### src/rtl/output_port_allocator_pkg.sv
// Shared types for the virtual channel router output port allocator.
// Holds the two-state packet-lock FSM encoding.
package vr_alloc_pkg;

  typedef enum logic {
    ALLOC_IDLE   = 1'b0,
    ALLOC_LOCKED = 1'b1
  } alloc_state_t;

endpackage

### src/rtl/output_port_allocator_if.sv
// Request/grant/credit bundle between the input requesters and one output port allocator.
// The master side presents requests and credits; the slave side is the allocator.
interface output_port_allocator_if #(
  parameter int NUM_REQS    = 5,
  parameter int NUM_CREDITS = 4,
  parameter int CREDIT_W    = $clog2(NUM_CREDITS + 1)
);

  logic [NUM_REQS-1:0] requests;
  logic [NUM_REQS-1:0] tails;
  logic                credit_in;
  logic [NUM_REQS-1:0] grants;
  logic                locked;
  logic [CREDIT_W-1:0] credits;

  modport master (
    output requests, tails, credit_in,
    input  grants, locked, credits
  );

  modport slave (
    input  requests, tails, credit_in,
    output grants, locked, credits
  );

endinterface

### src/rtl/output_port_allocator_rr_priority_select.sv
// Rotating-priority selector: first set request at or after ptr, wrapping.
// The pointer is owned by the caller so it only advances on packet completion.
module rr_priority_select #(
  parameter int NUM_REQS = 5,
  parameter int IDX_W    = $clog2(NUM_REQS)
) (
  input  logic [NUM_REQS-1:0] requests,
  input  logic [IDX_W-1:0]    ptr,
  output logic [NUM_REQS-1:0] winner_oh,
  output logic [IDX_W-1:0]    winner_idx
);

  int  cand;
  logic found;

  always_comb begin
    winner_oh  = '0;
    winner_idx = '0;
    found      = 1'b0;
    cand       = 0;
    for (int off = 0; off < NUM_REQS; off++) begin
      cand = (int'(ptr) + off) % NUM_REQS;
      if (!found && requests[cand]) begin
        found             = 1'b1;
        winner_oh[cand]   = 1'b1;
        winner_idx        = IDX_W'(cand);
      end
    end
  end

endmodule

### src/rtl/output_port_allocator.sv
// Per-output-port switch allocator: round-robin with packet lock, gated by downstream credits.
// Grants are combinational from registered state; all state moves on the rising clk edge.
module output_port_allocator
  import vr_alloc_pkg::*;
#(
  parameter int NUM_REQS    = 5,
  parameter int NUM_CREDITS = 4,
  localparam int CREDIT_W   = $clog2(NUM_CREDITS + 1),
  localparam int IDX_W      = $clog2(NUM_REQS)
) (
  input logic                    clk,
  input logic                    reset,
  output_port_allocator_if.slave bus
);

  alloc_state_t        fsm;
  logic [IDX_W-1:0]    owner;
  logic [IDX_W-1:0]    ptr;
  logic [CREDIT_W-1:0] credits;

  logic [NUM_REQS-1:0] sel_oh;
  logic [IDX_W-1:0]    sel_idx;
  logic [NUM_REQS-1:0] grants_c;
  logic                fire;

  function automatic logic [IDX_W-1:0] next_idx(input logic [IDX_W-1:0] i);
    return (i == IDX_W'(NUM_REQS - 1)) ? '0 : i + 1'b1;
  endfunction

  rr_priority_select #(
    .NUM_REQS(NUM_REQS),
    .IDX_W   (IDX_W)
  ) u_select (
    .requests  (bus.requests),
    .ptr       (ptr),
    .winner_oh (sel_oh),
    .winner_idx(sel_idx)
  );

  // While locked only the owner may traverse; nothing moves without a registered credit.
  always_comb begin
    grants_c = '0;
    if (!reset && credits != '0) begin
      if (fsm == ALLOC_IDLE) begin
        grants_c = sel_oh;
      end else if (bus.requests[owner]) begin
        grants_c[owner] = 1'b1;
      end
    end
  end

  assign fire       = |grants_c;
  assign bus.grants = grants_c;
  assign bus.locked = !reset && (fsm == ALLOC_LOCKED);
  assign bus.credits = credits;

  always_ff @(posedge clk) begin
    if (reset) begin
      fsm     <= ALLOC_IDLE;
      owner   <= '0;
      ptr     <= '0;
      credits <= CREDIT_W'(NUM_CREDITS);
    end else begin
      case (fsm)
        ALLOC_IDLE: begin
          if (fire) begin
            if (bus.tails[sel_idx]) begin
              ptr <= next_idx(sel_idx);
            end else begin
              fsm   <= ALLOC_LOCKED;
              owner <= sel_idx;
            end
          end
        end
        ALLOC_LOCKED: begin
          if (fire && bus.tails[owner]) begin
            fsm <= ALLOC_IDLE;
            ptr <= next_idx(owner);
          end
        end
        default: fsm <= ALLOC_IDLE;
      endcase

      // A returned credit at full count is a downstream protocol error; hold at the ceiling.
      if (fire && !bus.credit_in) begin
        credits <= credits - CREDIT_W'(1);
      end else if (!fire && bus.credit_in && credits != CREDIT_W'(NUM_CREDITS)) begin
        credits <= credits + CREDIT_W'(1);
      end
    end
  end

  grants_onehot0: assert property (@(posedge clk) disable iff (reset) $onehot0(grants_c));

  credit_overflow: assert property (@(posedge clk) disable iff (reset)
    !(bus.credit_in && !fire && credits == CREDIT_W'(NUM_CREDITS)))
    else $warning("credit_in received while credit count is already full");

endmodule

### src/flat_wrapper.sv
// flat-port wrapper written by rule: the top's interface ports become plain ports
module output_port_allocator_flat import vr_alloc_pkg::*;
#(
  parameter int NUM_REQS    = 5,
  parameter int NUM_CREDITS = 4,
  localparam int CREDIT_W   = $clog2(NUM_CREDITS + 1),
  localparam int IDX_W      = $clog2(NUM_REQS)
)
  (clk, reset, bus_requests, bus_tails, bus_credit_in, bus_grants, bus_locked, bus_credits);
  output_port_allocator_if #(.NUM_REQS(NUM_REQS), .NUM_CREDITS(NUM_CREDITS)) bus_i ();
  input logic clk;
  input logic reset;
  input wire logic [$bits(bus_i.requests)-1:0] bus_requests;
  input wire logic [$bits(bus_i.tails)-1:0] bus_tails;
  input wire logic [$bits(bus_i.credit_in)-1:0] bus_credit_in;
  output wire logic [$bits(bus_i.grants)-1:0] bus_grants;
  output wire logic [$bits(bus_i.locked)-1:0] bus_locked;
  output wire logic [$bits(bus_i.credits)-1:0] bus_credits;
  assign bus_i.requests = bus_requests;
  assign bus_i.tails = bus_tails;
  assign bus_i.credit_in = bus_credit_in;
  assign bus_grants = bus_i.grants;
  assign bus_locked = bus_i.locked;
  assign bus_credits = bus_i.credits;
  output_port_allocator #(.NUM_REQS(NUM_REQS), .NUM_CREDITS(NUM_CREDITS)) u_core (.clk(clk), .reset(reset), .bus(bus_i));
endmodule
### config.mk
export PLATFORM = sky130hd
export DESIGN_NAME = output_port_allocator_flat
export DESIGN_NICKNAME = d
export VERILOG_FILES = /design/src/rtl/output_port_allocator_pkg.sv /design/src/rtl/output_port_allocator_if.sv /design/src/rtl/output_port_allocator_rr_priority_select.sv /design/src/rtl/output_port_allocator.sv /design/src/flat_wrapper.sv
export SDC_FILE = /design/constraint.sdc
export NUM_CORES = 1
export LEC_CHECK = 0
export ABC_AREA = 0
export CELL_PAD_IN_SITES_DETAIL_PLACEMENT = 2
export CELL_PAD_IN_SITES_GLOBAL_PLACEMENT = 2
export CORE_AREA = 5 5 103 105
export CTS_BUF_LIST = sky130_fd_sc_hd__clkbuf_4
export CTS_CLUSTER_DIAMETER = 60
export DETAILED_ROUTE_END_ITERATION = 8
export DIE_AREA = 0 0 108 110
export PLACE_DENSITY = 0.86
export SYNTH_ARGS = -nofsm -noshare
export SYNTH_HDL_FRONTEND = slang
export SYNTH_SLANG_ARGS = --single-unit
### constraint.sdc
create_clock -name clk -period 8.6 [get_ports clk]
set_input_delay 0.86 -clock clk [delete_from_list [all_inputs] [get_ports clk]]
set_output_delay 0.86 -clock clk [all_outputs]
set_load 0.005 [all_outputs]
==> metrics.csv <==
stage;metric;value;unit
synthesis;Synth top area share;12.4;%
route;number of vias per cell;6.30;
global_route;global-route usage over all layers;22.4;%
worst_setup_path;Critical path destination;bus_grants[1];
global_route;GR Layer Usage met3;2.39;%
global_route;grt met1 use;28.7;%
power;clock power share;1.9;%
timing;Max transition margin;30.8;%
timing;fin crit share;87.3;%
clocking;hold buffers post-CTS;0;
synthesis;synthesized area per cell;7.22;µm²
layout;diode count;0;
global_route;largest net degree at the start of global routing;42;
route;DR iter-0 viols;200;
timing;Peak Freq;133;MHz
worst_setup_path;critical path peak fanout;19;
power;worst vdd ir;0.238;mV
synthesis;Seq/Total Area, Yosys;6.02;%
worst_setup_path;Reg2Reg Depth;25;
timing;setup violators final;0;
route;aggregate routed wire length;13.2;mm
min_path;worst min-delay path class;reg2reg;
layout;area grow syn2layout;9.25;%
clocking;CTS H-tree depth;1;
placed_design;GPL Wtd Cong;0.904;
timing;slew of the pin with the lowest slew margin;1.03;ns
worst_setup_path;CP Launch Point;u_core.ptr[1]$_SDFFE_PP0P_;
global_route;initial antenna violation count;0;
job;MaxCap Viol Count;0;
floorplanning;# rows;36;
worst_setup_path;WS Path Type;reg2out;
layout;area occupied by multi-input gates;2890;µm²
clocking;clock transition at the registers of the reported paths;0.07;ns
worst_setup_path;startpoint types;flop;
route;drt wl/cell;22.0;µm
floorplanning;DIE WIDTH;108;µm
route;DRC Markers;0;
power;Combinational Power Share;92.3;%
clocking;CTS tree;done;
timing;endpoints failing hold;0;
worst_setup_path;RR Startpoint;u_core.ptr[1]$_SDFFE_PP0P_;
layout;share of layout cells above drive strength 1;8.17;%
synthesis;Synth Net Count;508;
worst_setup_path;Crit path top cell by count;ha_1;
timing;crit path time final;7.51;ns
clocking;CTS Buf Count;3;
synthesis;largest cells by area after synthesis;ha_1 12%, dfxtp_1 6.0%, mux2i_1 4.5%;
min_path;Hold Crit Start;u_core.bus.credits[0]$_SDFFE_PP0P_;
worst_setup_path;CP max-delay cell;clkdlybuf4s50_1;
worst_setup_path;cell-by-cell listing of the critical path;buf_4 > inv_1 > ha_1 > inv_1 > ha_1 > inv_1 > ha_1 > or3_1 > nand3_1 > nand2_1 > ha_1 > nand2b_1 > a21oi_1 > a22oi_1 > a21bo_2 > o41a_1 > o2bb2ai_1 > and4_1 > a31oi_1 > a221oi_4 > clkdlybuf4s50_1;
synthesis;commonest cells in the netlist;40 x nand2_1, 33 x ha_1, 31 x nor2_1;
power;P_int;0.000684;W
route;vias;3768;
timing;Fin Hold WS;0.625;ns
clocking;clk buf depth;2;
timing;final slew viol count;0;
worst_setup_path;flop2flop setup slack;1.12;ns
power;Static Leak;1.39;nW
floorplanning;num ports;22;
global_route;grt total ovfl;0;
floorplanning;starting density of the core;34.9;%
clocking;CTS Root Cell;clkbuf_4;
timing;setup TNS;0;ns
floorplanning;CORE AREA;9550;µm²
power;sequential power share;5.8;%
power;Net Sw Frac;61.1;%
power;PwrDens;483;nW/µm²
route;Pre-Repair DR Iteration Count;4;
placed_design;DPL Wire Length;10.4;mm
global_route;first-pass GRT wire length;21.6;mm
synthesis;asr flop ratio synth;0;%
clocking;clock sink count;10;
worst_setup_path;RR Endpoint;u_core.bus.credits[1]$_SDFFE_PP0P_;
synthesis;Synth area leader;ha_1;
synthesis;dominant cell by count in the synthesized netlist;nand2_1;
route;ANT nets after route;0;
layout;# fillers;1192;
worst_setup_path;CP Data Arrival Time;6.65;ns
timing;worst clock skew;0.00863;ns
synthesis;synthesized area;3330;µm²
floorplanning;Die ar.;11900;µm²
global_route;Most Crowded Layer GR;met2;
synthesis;Yosys warning total;0;
worst_setup_path;Critical Path RT;7.74;ns
power;switching pwr;0.00107;W
global_route;vias in the first global route;4179;
synthesis;Cell variety after synth;86;
floorplanning;Die Ht;110;µm
worst_setup_path;CP endpoint kind;output port;
synthesis;EDFF count, synth;0;
timing;RSZ-0062 raised after global routing;no;
synthesis;Synth Instances;461;
worst_setup_path;delay of the slowest critical-path stage;0.56;ns
clocking;post-cts resize count;0;
layout;Seq. cell area;200;µm²
clocking;Post-CTS Setup Bufs;0;
global_route;met2 Track Usage GR;40.5;%
synthesis;Synth Flop Type;dfxtp_1;
outcome;outcome;completed;
clocking;worst-skew pair later-pin latency;0.27;ns
synthesis;Synth Register Bits;10;
layout;Layout Nets;514;
placed_design;Port Buf Inserts;21;
critical path: cells and delay by family, from the launching register on:
family | cells | cell delay [ns]
AO/OA/AOI/OAI | 7 | 2.04
adder cells (fa/ha/maj) | 4 | 1.47
buffers and inverters | 5 | 1.31
AND/OR/NAND/NOR | 5 | 1.25
flip-flops | 1 | 0.31
metal layers:
| metal | share of wire [%] | wire length, µm | vias to the layer above |
|---|---|---|---|
| li1 | - | - | 1770 |
| met2 | 49 | 6520 | 79 |
| met4 | 1.7 | 226 | 0 |
| met3 | 2.5 | 333 | 18 |
| met5 | 0 | 0 | - |
| met1 | 46 | 6090 | 1901 |
power by group through the flow:
stage / registers (W) / logic [W] / clock network (W)
3_3_place_gp: 0.0000986 / 0.00148 / 0
6_report: 0.000102 / 0.00162 / 0.0000325
3_5_place_dp: 0.000101 / 0.00158 / 0
2_1_floorplan: 0.0000866 / 0.00117 / 0
5_1_grt: 0.000105 / 0.00176 / 0.0000374
4_1_cts: 0.000100 / 0.00160 / 0.0000339
final cells by class:
| class | instances | area share [%] |
|---|---|---|
| repair buffers | 25 | 6.61 |
| inverters | 32 | 3.30 |
| multi-input cells | 395 | 79.4 |
| clock buffers | 3 | 0.619 |
| flip-flops and latches | 10 | 5.51 |
| well taps | 133 | 4.58 |
cell usage in the layout (no fill, tap or decap), types with 4 or more instances in the layout:
| master | Yosys | final |
|---|---|---|
| a31oi_1 | 15 | 15 |
| clkdlybuf4s50_1 | 0 | 21 |
| mux2_2 | 4 | 4 |
| and2_1 | 4 | 4 |
| nor2_1 | 31 | 31 |
| nand4_1 | 10 | 10 |
| or3_1 | 7 | 7 |
| dfxtp_1 | 10 | 10 |
| nand3_1 | 9 | 9 |
| a21o_1 | 11 | 11 |
| o21ai_0 | 21 | 21 |
| nor2b_1 | 6 | 6 |
| mux2i_1 | 15 | 15 |
| inv_1 | 26 | 26 |
| ha_1 | 33 | 33 |
| a21oi_1 | 29 | 29 |
| nand4b_1 | 4 | 4 |
| a211oi_1 | 9 | 9 |
| a211o_1 | 4 | 4 |
| buf_4 | 0 | 4 |
| and4_1 | 5 | 5 |
| xnor2_1 | 9 | 9 |
| nor3_1 | 20 | 20 |
| o211ai_1 | 4 | 4 |
| o31ai_1 | 10 | 10 |
| nor4_1 | 8 | 8 |
| nor3b_1 | 4 | 4 |
| nand2b_1 | 9 | 9 |
| nand2_1 | 40 | 40 |
worst min path at each step:
stage                                              end  depth (start not counted)
finish              u_core.bus.credits[0]$_SDFFE_PP0P_                          2
global route              u_core.owner[0]$_SDFFE_PP0P_                          1
CTS                 u_core.bus.credits[0]$_SDFFE_PP0P_                          2
detailed placement  u_core.bus.credits[0]$_SDFFE_PP0P_                          2
global placement    u_core.bus.credits[0]$_SDFFE_PP0P_                          2
floorplan           u_core.bus.credits[0]$_SDFFE_PP0P_                          2
flip-flops by register name, summed over array words and instances, names as in the netlist:
name	cells
u_core.owner	3
u_core.fsm	1
u_core.bus.credits	3
u_core.ptr	3
cell families (layout without fill, tap and decap cells):
group	count (synthesis)	in the layout	share of synthesized area, %
simple gates	174	174	28.7
mux	22	22	7.22
buf+inv	56	60	7.26
xor+xnor	11	11	3.12
compound gates	154	154	34.7
fa+ha+maj	34	34	13.0
flops	10	10	6.01
per-stage QoR:
step,setup WS (ns),cells,area [µm²],util [%],total power (W)
after floorplan,2.02,461,3330,-,0.00126
after global placement,1.62,595,3610,37.8,0.00158
after detailed placement,1.18,595,3610,37.8,0.00168
after CTS,1.15,598,3640,38.1,0.00174
after global routing,0.700,598,3640,38.1,0.00190
final,1.09,598,3640,38.1,0.00176
Note: power is estimated with default switching activity, not from simulation.
==> RTL edit 1: new RTL, same flow settings <==
`NUM_CREDITS` is set to 4 in 3 places; all go to 8.
--- a/src/rtl/output_port_allocator_if.sv
+++ b/src/rtl/output_port_allocator_if.sv
@@ -2,7 +2,7 @@
 // The master side presents requests and credits; the slave side is the allocator.
 interface output_port_allocator_if #(
   parameter int NUM_REQS    = 5,
-  parameter int NUM_CREDITS = 4,
+  parameter int NUM_CREDITS = 8,
   parameter int CREDIT_W    = $clog2(NUM_CREDITS + 1)
 );
 
--- a/src/rtl/output_port_allocator.sv
+++ b/src/rtl/output_port_allocator.sv
@@ -4,7 +4,7 @@
   import vr_alloc_pkg::*;
 #(
   parameter int NUM_REQS    = 5,
-  parameter int NUM_CREDITS = 4,
+  parameter int NUM_CREDITS = 8,
   localparam int CREDIT_W   = $clog2(NUM_CREDITS + 1),
   localparam int IDX_W      = $clog2(NUM_REQS)
 ) (
--- a/src/flat_wrapper.sv
+++ b/src/flat_wrapper.sv
@@ -2,7 +2,7 @@
 module output_port_allocator_flat import vr_alloc_pkg::*;
 #(
   parameter int NUM_REQS    = 5,
-  parameter int NUM_CREDITS = 4,
+  parameter int NUM_CREDITS = 8,
   localparam int CREDIT_W   = $clog2(NUM_CREDITS + 1),
   localparam int IDX_W      = $clog2(NUM_REQS)
 )
Interface: changed (resized bus_credits); port bits go from 22 to 23. The function was not compared with the original's and may differ.
==> RTL edit 1 against the unedited design <==
Synthesized area grew 11%. Non-clock buffer count grew 4. Combinational power shrank 35%. Total power shrank 33%. Core utilization grew 4.2 points. Critical endpoint is now u_core.bus.credits[3]. Final cell count grew 7.9%. Maximum frequency shrank 3.7%. Cell area grew 11%. Sequential power shrank 9%. Sequential cell count grew 1. Worst setup slack lost 290 ps. Wire length grew 8.9%.
==> RTL edit 1: results (changes against the unedited design) <==
Place
  – Post-DP HPWL: 11300 um (+8.1%)
  – Port buffer count: 22 (+4.8%)
  – Placed cells: 641 (+7.7%)
  – Placed cell area: 4010 um2 (+11%)

Clocking
  – Worst-path clk slew: 90 ps (+20 ps)
  – Clock latency on the worst-skew pair: 290 ps (+20 ps)

Detailed routing
  – Met1 wire length: 6400 um (+5.1%)
  – Met2 wire len: 6960 um (+6.8%)
  – Via-to-Cell Ratio: 6.45 (+2.4%)
  – Final wirelength: 14300 um (+8.9%)

Outcome
  – Status: finished, final reports clean

Setup path
  – CP max-delay cell: or4_1
  – Delay-heaviest family, CP: simple AND/OR/NAND/NOR gates
  – Critical path's largest stage delay: 700 ps (+140 ps)

Global routing
  – GR Layer Usage met1: 0.318 (+0.0309)
  – M2 GR Usage: 0.430 (+0.0244)
  – GRT Util Overall: 0.244 (+0.0205)
  – Vias in the first global route: 4473 (+7.0%)
  – Met3 global-route usage: 0.0250 (+0.00116)

STA
  – Tightest Pin Transition: 907 ps (-122 ps)

Cells and area
  – Buffering overhead: 0.0675 (+0.00144)
  – Sequential standard cell area: 221 um2 (+11%)
  – Non-clock buffers: 29 (+16%)
  – Fraction of area in multi-input gates: 0.803 (+0.00885)
  – # nets final: 560 (+8.9%)
  – Multi-input logic area: 3240 um2 (+12%)

Synthesis
  – Sequential share of the synthesized area: 0.0596 (-0.000550)
  – Commonest cells in the netlist: nand2_1 (47), ha_1 (33), a21oi_1 (31)
  – Syn nets: 553 (+8.9%)
  – Top cells by area, synth: ha_1 (11%), dfxtp_1 (6.0%), nand2_1 (4.8%)
  – Synth Register Bits: 11 (+1)

Pwr
  – Worst vdd ir: 128 uV (-46%)
  – Static leakage: 1.63 nW (+17%)
-- RTL edit 1: kinds of logic after synthesis --
kind of cell,Yosys count,share of synthesized area
AND/OR/NAND/NOR,195,0.284
AO/OA/AOI/OAI,172,0.360
buffers and inverters,56,0.0626
adder cells (fa/ha/maj),35,0.120
multiplexers,29,0.0853
flip-flops,11,0.0596
XOR/XNOR,8,0.0281
-- RTL edit 1: where the power goes --
part,switching [mW],total (mW),internal [mW]
Combinational,0.651,1.05,0.397
Clock,0.0237,0.0410,0.0173
Sequential,0.0288,0.0933,0.0645
-- RTL edit 1: final timing paths --
kind | startpoint | end | slack [ps] | cells after the start
setup / recovery | u_core.ptr[1] | u_core.bus.credits[3] | 810 | 30
hold / removal | u_core.bus.credits[0] | u_core.bus.credits[0] | 620 | 2
setup reg to reg | u_core.ptr[1] | u_core.bus.credits[3] | 810 | 30
hold reg to reg | u_core.bus.credits[0] | u_core.bus.credits[0] | 620 | 2
==> RTL edit 2: new RTL, config.mk and constraints unchanged <==
Made on the original files. Make the reset (`reset`) asynchronous in one clocked block.
--- a/src/rtl/output_port_allocator.sv
+++ b/src/rtl/output_port_allocator.sv
@@ -54,7 +54,7 @@
   assign bus.locked = !reset && (fsm == ALLOC_LOCKED);
   assign bus.credits = credits;
 
-  always_ff @(posedge clk) begin
+  always_ff @(posedge clk or posedge reset) begin
     if (reset) begin
       fsm     <= ALLOC_IDLE;
       owner   <= '0;
Formal check against the unedited RTL: differs if reset is asserted again (counterexample within 4 cycles, from zero or initial values and one cycle with reset high); with reset held inactive, the same outputs for 4 cycles.
==> RTL edit 2 against the unedited design <==
Worst setup slack got worse by 1.2 ps. Cell area rose by 3.1%. Clock skew fell by 3.0 ps. Wire length fell by 1.7%. Sequential cell count did not move. Hold slack got worse by 120 ps. Maximum frequency barely moved. Via count fell by 2.8%. Non-clock buffer count fell by 1. Synthesized area rose by 4.3%. Critical path type unchanged.
Power is left out: the tool's default activity adds up to more than one toggle a clock period on the data nets, which glitch-free logic cannot reach.
==> RTL edit 2: results (changes against the unedited design) <==
Outcome
  – Status: finished, final reports clean

STA
  – Clock skew: 5.65 ps (-2.98 ps)
  – Rel. slew slack: 0.320 (+0.0121)

Clocking
  – CTS Buffer Depth: 2 (unchanged)
  – H-tree levels: 1 (unchanged)
  – Cts repair resizes: 0 (unchanged)
  – Clock latency on the worst-skew pair: 260 ps
  – Worst-path clk slew: 70 ps (about the same)
  – Cts bufs inserted: 3 (unchanged)
  – CTS Root Cell: clkbuf_4
  – Number of setup buffers added after CTS: 0 (unchanged)

Synthesis
  – Top cells by area, synth: ha_1 (13%), dfrtp_1 (6.5%), mux2i_1 (4.3%)
  – Top FF cell, synth: dfrtp_1
  – Post-synthesis cell type count: 90 (+4.7%)
  – Share of async-settable or async-resettable flops after synthesis: 1.00 (+1.00)
  – Sequential share of the synthesized area: 0.0724 (+0.0123)
  – Syn nets: 500 (-1.6%)
  – Synthesis Warnings: 0 (unchanged)
  – Commonest cells in the netlist: ha_1 (35), inv_1 (34), nor2_1 (34)
  – Synth Area per Inst: 7.72 um2 (+6.9%)

Setup path
  – Critical path's largest stage delay: 570 ps
  – Worst EP arrival: 6650 ps (about the same)
  – Crit Path Max Fanout: 15 (-4)
  – Setup crit start: u_core.ptr[0]
  – CP max-delay cell: inv_1

Detailed routing
  – Avg WL per Cell: 21.8 um (-0.90%)
  – Final wirelength: 12900 um (-1.7%)
  – Via-to-Cell Ratio: 6.18 (-2.0%)
  – Pre-Repair DR Iteration Count: 4 (unchanged)
  – Initial DRC count: 141 (-30%)

Place
  – Placed cells: 589 (-1.0%)
  – Port buffer count: 21 (unchanged)
  – Post-DP HPWL: 10400 um (-0.55%)
  – RD Place Congestion: 0.982 (+8.6%)
  – Pre-CTS setup slack: 1360 ps (+184 ps)

Cells and area
  – Share of layout cells above drive strength 1: 0.113 (+0.0313)
  – Ant. Diodes: 0 (unchanged)
  – # nets final: 511 (-0.58%)

Hold path
  – Worst hold path class: reg2reg
  – Worst hold path startpoint: u_core.bus.credits[2]

Global routing
  – GRT Util Overall: 0.223 (-0.000955)
  – Initial antenna violation count: 0 (unchanged)
  – M2 GR Usage: 0.420 (+0.0147)
  – GR Layer Usage met1: 0.274 (-0.0131)
  – Largest net degree at the start of global routing: 40 (-4.8%)
  – Met3 global-route usage: 0.0175 (-0.00641)
  – Vias in the first global route: 4087 (-2.2%)
  – First-pass GRT wire length: 21400 um (-1.3%)
[RTL edit 2: per-stage QoR]
step | hold slack [ps] | instance area (um2)
floorplan | 489 | 3470
global placement | 497 | 3720
detailed placement | 500 | 3720
CTS | 512 | 3750
global route | 542 | 3750
finish | 509 | 3750
[RTL edit 2: worst paths after layout]
check / to / depth (start not counted)
max: bus_grants[2] / 19
min: u_core.bus.credits[2] / 1
max reg2reg: u_core.bus.credits[2] / 25
min reg2reg: u_core.bus.credits[2] / 1
max in group asynchronous: u_core.bus.credits[2] / 2
min in group asynchronous: u_core.ptr[0] / 2
[RTL edit 2: layer usage]
metal	vias to the layer above	wire length, um
met4	0	311
met1	1839	5770
met5	-	0
met3	26	330
met2	72	6540
li1	1726	-
[RTL edit 2: logic make-up after synthesis]
| group | count (synthesis) | share of synthesized area |
|---|---|---|
| compound gates | 143 | 0.306 |
| xor+xnor | 13 | 0.0371 |
| fa+ha+maj | 37 | 0.138 |
| buf+inv | 54 | 0.0825 |
| flops | 10 | 0.0724 |
| mux | 25 | 0.0865 |
| simple gates | 168 | 0.278 |
[RTL edit 2: cell type report]
cell class              instances  area (um2)
repair buffers                 24         233
fillers                      1135        5800
clock inverters                 1        3.75
multi-input cells             386        2930
flip-flops and latches         10         251
clock buffers                   3        22.5
inverters                      36         138
well taps                     133         166
[RTL edit 2: worst max-delay path, delay by kind of cell (launching register included)]
family                   cells  cell delay [ps]
flip-flops                   1              380
AO/OA/AOI/OAI                2              770
adder cells (fa/ha/maj)      4             1430
buffers and inverters        4             1390
AND/OR/NAND/NOR              9             2390
